==> src/rtl/multicycle_ctrl_unit.sv <==
// multicycle_ctrl_unit: IF/ID/EXE/MEM/WB sequencer driving the datapath control strobes
module multicycle_ctrl_unit #(
    parameter int OP_W = 6,
    parameter int ALUOP_W = 3,
    parameter logic [OP_W-1:0] HALT_OP = OP_W'(6'b111111)
) (
    input  logic               clk,
    input  logic               Reset,
    input  logic [OP_W-1:0]    opcode,
    input  logic               zero,
    output logic [2:0]         state,
    output logic               PCWre,
    output logic [1:0]         PCSrc,
    output logic               InsMemRW,
    output logic               IRWre,
    output logic               Extsel,
    output logic               RegDst,
    output logic               ALUSrcB,
    output logic [ALUOP_W-1:0] ALUOp,
    output logic               RD,
    output logic               WR,
    output logic               DBDataSrc,
    output logic               RegWre,
    output logic               halted
);
    typedef enum logic [2:0] {
        S_IF = 3'b000, S_ID = 3'b001, S_EXE = 3'b010,
        S_WB = 3'b011, S_MEM = 3'b100, S_HALT = 3'b111
    } state_t;
    state_t cur, nxt;
    logic is_add, is_sub, is_addiu, is_and, is_or, is_ori, is_sw, is_lw, is_beq, is_j, is_halt;
    logic is_mem, legal, act;
    assign is_add   = opcode == OP_W'(6'b000000);
    assign is_sub   = opcode == OP_W'(6'b000001);
    assign is_addiu = opcode == OP_W'(6'b000010);
    assign is_and   = opcode == OP_W'(6'b010001);
    assign is_or    = opcode == OP_W'(6'b010010);
    assign is_ori   = opcode == OP_W'(6'b010011);
    assign is_sw    = opcode == OP_W'(6'b100110);
    assign is_lw    = opcode == OP_W'(6'b100111);
    assign is_beq   = opcode == OP_W'(6'b110000);
    assign is_j     = opcode == OP_W'(6'b111000);
    assign is_halt  = opcode == HALT_OP;
    assign is_mem   = is_lw | is_sw;
    assign legal    = is_add | is_sub | is_addiu | is_and | is_or | is_ori | is_mem | is_beq | is_j | is_halt;
    always_ff @(posedge clk or negedge Reset)
        if (!Reset) cur <= S_IF;
        else cur <= nxt;
    always_comb begin
        nxt = S_IF;
        case (cur)
            S_IF:   nxt = S_ID;
            S_ID:   nxt = is_halt ? S_HALT : (is_j || !legal) ? S_IF : S_EXE;
            S_EXE:  nxt = is_beq ? S_IF : is_mem ? S_MEM : S_WB;
            S_MEM:  nxt = is_lw ? S_WB : S_IF;
            S_HALT: nxt = S_HALT;
            default: nxt = S_IF;
        endcase
    end
    // opcode is only meaningful once the IR holds it, so decode is gated off in IF and HALT
    assign act       = cur == S_ID || cur == S_EXE || cur == S_MEM || cur == S_WB;
    assign state     = cur;
    assign InsMemRW  = cur == S_IF;
    assign IRWre     = cur == S_IF;
    assign PCWre     = (cur == S_ID && (is_j || !legal)) || (cur == S_EXE && is_beq) ||
                       (cur == S_MEM && is_sw) || cur == S_WB;
    assign PCSrc     = (cur == S_ID && is_j) ? 2'b10 : (cur == S_EXE && is_beq) ? {1'b0, zero} : 2'b00;
    assign Extsel    = act && (is_addiu || is_mem || is_beq);
    assign ALUSrcB   = act && (is_addiu || is_ori || is_mem);
    assign RegDst    = act && (is_add || is_sub || is_and || is_or);
    assign DBDataSrc = act && is_lw;
    assign ALUOp     = !act ? '0 : (is_sub || is_beq) ? ALUOP_W'(3'b001) : is_and ? ALUOP_W'(3'b010) :
                       (is_or || is_ori) ? ALUOP_W'(3'b011) : '0;
    assign RD        = !(cur == S_MEM && is_lw);
    assign WR        = !(cur == S_MEM && is_sw);
    assign RegWre    = cur == S_WB;
    assign halted    = cur == S_HALT;
endmodule

==> config.mk <==
export PLATFORM = sky130hd
export DESIGN_NAME = multicycle_ctrl_unit
export DESIGN_NICKNAME = d
export VERILOG_FILES = /design/src/rtl/multicycle_ctrl_unit.sv
export SDC_FILE = /design/constraint.sdc
export NUM_CORES = 1
export LEC_CHECK = 0
export ABC_AREA = 1
export BUFFER_PORTS_ARGS = -buffer_cell sky130_fd_sc_hd__buf_4
export CAP_MARGIN = 0
export CORE_AREA = 2 2 39 41
export CTS_CLUSTER_DIAMETER = 150
export DETAILED_ROUTE_END_ITERATION = 10
export DIE_AREA = 0 0 41 43
export PLACE_DENSITY = 0.69
export SYNTH_ARGS = -nofsm -noshare
export SYNTH_HDL_FRONTEND = slang
export SYNTH_SLANG_ARGS = --single-unit
==> constraint.sdc <==
create_clock -name clk -period 1.4 [get_ports clk]
set_input_delay 0.14 -clock clk [delete_from_list [all_inputs] [get_ports clk]]
set_output_delay 0.14 -clock clk [all_outputs]
set_load 0.01 [all_outputs]
* After elaboration in Yosys (flattened, before gate mapping) *
Index checks and enable logic that the tools add are counted.

cells by class
  add/sub/neg operators = 0
  $mul = 0
  divide/modulo/power cells = 0
  order comparisons = 0
  equal/unequal tests = 15
  shift operators = 0
  mux-type cells = 12
  bitwise gates (word level) = 10
  reduce and logical (&&, ||, !) cells = 30

operator list
  cell                  number
  $eq A6 B6 Y1 const B  5
  $eq A6 B5 Y1 const B  3
  $logic_or A1 B1 Y1    16
  $pmux W3 S5           1
  $mux W2               7
  $or A1 B1 Y1          10
  $logic_and A1 B1 Y1   9
  $mux W3               3
  $eq A3 B2 Y1 const B  2
  $eq A3 B3 Y1 const B  2
  $eq A6 B1 Y1 const B  1
  $eq A6 B2 Y1 const B  1
  $logic_not A6 Y1      1
  $eq A3 B1 Y1 const B  1
  $logic_not A1 Y1      3
  $logic_not A3 Y1      1
  $mux W1               1

storage, ports and cells
  bits in registers = 3
  bits in latches = 0
  RAM bits = 0
  memory bits (read-only) = 0
  input port bits = 9
  output and inout bits = 19
  memories = 0

* Logic depth before layout (Yosys ltp) *
  depth after elaboration = 16
  mapped depth = 8

* Worst setup path after synthesis *
OpenSTA, ideal clock, no wires.

  kind = register -> output
  from = reg cur[1], in the netlist state[1]
  to = out ALUOp[0]
  data arrival time = 1.124 ns
  data required time = 1.260 ns
  path slack = 0.136 ns
  cell stages (with the launch flop) = 7
  buffers on the path = 0
  path through = dfrtp_1 -> inv_1 -> nor2_1 -> nand2_1 -> nand3_2 -> inv_1 -> a41oi_1

between the ends
  longest elaborated chain between the ends = 5

RTL lines
  what                                          line  text
  from (decl)                                   30    state_t cur, nxt;
  from (signal assigned)                        48    else cur <= nxt;
  $eq A3 B1 Y1 or $eq A3 B2 Y1 (tied branches)  61    assign act = cur == S_ID || cur == S_EXE || cur == S_MEM || cur == S_WB;
  $logic_or A1 B1 Y1 (2 in series)              61
  $logic_or A1 B1 Y1 *                          61
  $mux W2 *                                     72    assign ALUOp = !act ? '0 : (is_sub || is_beq) ? ALUOP_W'(3'b001) : is_and ? ALUOP_W'(3'b010) :
  to (decl)                                     19    output logic [ALUOP_W-1:0] ALUOp,

Every way passes the cells marked *; elsewhere a longest branch is shown, timed or not.

* Worst setup path after layout *
  from = reg cur[2], in the netlist state[2]
  to = out ALUSrcB

between the ends
  longest elaborated chain between the ends = 5

RTL lines
  what                                          line  text
  $eq A3 B1 Y1 or $eq A3 B2 Y1 (tied branches)  61
  $logic_or A1 B1 Y1 (2 in series)              61
  $logic_or A1 B1 Y1 *                          61
  $logic_and A1 B1 Y1 *                         69    assign ALUSrcB = act && (is_addiu || is_ori || is_mem);
  to (decl)                                     18    output logic ALUSrcB,

Marks and branches as above.

==> results.cfg <==
[global_routing]
grt_pass1_wl_mm = 2.42
overflow = 0
grt_pass1_vias = 631
grt_max_degree = 8
antenna_found_initial = 0
grt_usage = 0.198

[route]
drt_wl_total_mm = 1.61
drc = 0
drt_iter0_markers = 17
drt-pass1-iter-count = 4
post_drt_wl_per_cell_um = 10.9
vias_per_cell = 4.77
vias = 706
ant_nets = 0

[floorplanning]
die_x_um = 41
rows = 14
die_h_um = 43
core_mm2 = 0.00138
initial_core_util = 0.356
ios = 28
die_area_mm2 = 0.00176

[placement]
dp_hpwl_mm = 1.14
io_buffers = 26
gp_congestion = 0.820

[worst_setup_path]
rrSetupSlack_ps = 100
ff2ff_path_depth = 9
cp_data_arrival_time_ps = 1370
startpoint_type = flip-flop
r2r_start = state[1]$_DFF_PN0_
crit_type = reg2out
r2r_end = state[0]$_DFF_PN0_
required_ps = 1260
crit_fanout = 4
endpoint_kind = output pin

[timing]
grt_setup_unrepaired = true
period_needed_ps = 1510
fin_skew_ps = 8.10
slew_violations = 0
timing.fmax_mhz = 661
fin_ws_ps = -114
hold_viol_final = 0
setup_viol = 9
period_share = 1.08

[logic_synthesis]
syn_area_um2 = 493
syn_nets = 102
synth_cells = 93
synth_area_leaders = inv_1 (18%), nand3_1 (17%), dfrtp_1 (15%)
ys_seq_elements = 3
ys_seq_area_frac = 0.152
synth_top_cell_by_area = inv_1
avgSynthCellArea_um2 = 5.30
ys_types = 17
yosysWarnings = 0
yosysTopAreaCellShare = 0.175

[final_layout]
layout_common_cells = buf_4 (35), inv_1 (19), nor2_1 (16), nand3_1 (16), nand2_1 (12)
final_util = 0.646
layout-drive-gt1-share = 0.439
antenna_cells = 0
largest_reg_flops = 3
layout_commonest_cell = buf_4
final_nets = 142
area_delta_synth_final_pct = 81.5

[clocking]
cts.clk_slew.worst_paths_ps = 40
cts_buffers = 3
clk_latency_ps = 250
cts_tree = done
cts-root-buf = clkbuf_4
cts.path.max_buffers = 2
clock_sinks = 3
h-tree-depth = 1

[power]
finalPower_mw = 0.312
cellLeakagePower_nw = 0.534
power_density_mw_per_mm2 = 348
peakVddDrop_uv = 361

[run]
maxCapViolCount = 0

[min_path]
hp-class = in2async

[status]
outcome = finished with violations
violations = setup timing
synth_stat cells:
cell type and number:
nand3b_1 1, a41oi_1 1, inv_1 23, nand3_2 2, o211ai_1 1, nor3b_1 1
a21oi_1 1, conb_1 1, nand3_1 17, nand2_1 14, nor3_1 3, buf_4 2
nor2_4 1, a21oi_2 1, a31oi_1 2, dfrtp_1 3, nor2_1 19
report_power, final:
group / switching (mW) / internal, mW
combinational: 0.0365 / 0.0278
sequential: 0 / 0.0871
clock: 0.0529 / 0.107
total: 0.0894 / 0.222
critical path, stage by stage (launching register included):
cell and delay (ps):
dfrtp_2 470, nor2_4 140, nand2_4 80, nand3_4 70
inv_2 60, a31oi_1 160, buf_4 150
per-stage QoR:
step	setup slack [ps]	std cells	hold slack [ps]	setup TNS (ps)	instance area, µm²
after detailed placement	54.0	133	-68.4	0	693
final	-114	148	223	-741	895
after CTS	-74.5	143	217	-280	818
after floorplan	136	93	-156	0	493
after global routing	-167	148	245	-1290	895
after global placement	67.6	133	-70.5	0	693
cell type report:
| class | instances | area (µm²) |
|---|---|---|
| clock buffers | 4 | 26.3 |
| fillers | 144 | 489 |
| inverters | 23 | 88.8 |
| multi-input cells | 65 | 399 |
| flip-flops and latches | 3 | 76.3 |
| well taps | 16 | 20.0 |
| repair buffers | 37 | 284 |
metal layers:
layer,up-vias,wire length (µm),global-route usage
met1,308,550,0.208
met4,0,18,0.0600
met3,2,112,0.0471
li1,366,-,-
met5,-,0,0
met2,30,932,0.356
cells by family after synthesis:
group,Yosys count,share of synthesized area
AO/OA/AOI/OAI,6,0.0863
buffers and inverters,25,0.206
flip-flops,3,0.152
other,1,0.00761
AND/OR/NAND/NOR,58,0.548
repair_timing:
item | 4_1_cts | 5_1_grt
hold buffers | 1 | 0
hold endpoints to repair | 3 | 0
setup buffers | 5 | 5
setup endpoints to repair | 10 | 13
pin swaps | 5 | 4
resized for setup | 16 | 8
how the worst max path moves through the flow:
| stage | from | end | cells past startpoint |
|---|---|---|---|
| after detailed placement | state[0]$_DFF_PN0_ | ALUOp[0] | 7 |
| after floorplan | state[1]$_DFF_PN0_ | ALUOp[0] | 6 |
| after global routing | state[2]$_DFF_PN0_ | ALUOp[0] | 6 |
| final | state[2]$_DFF_PN0_ | ALUSrcB | 6 |
| after CTS | state[2]$_DFF_PN0_ | ALUSrcB | 6 |
| after global placement | state[0]$_DFF_PN0_ | ALUOp[0] | 7 |
Power figures use the tool's default switching activity.
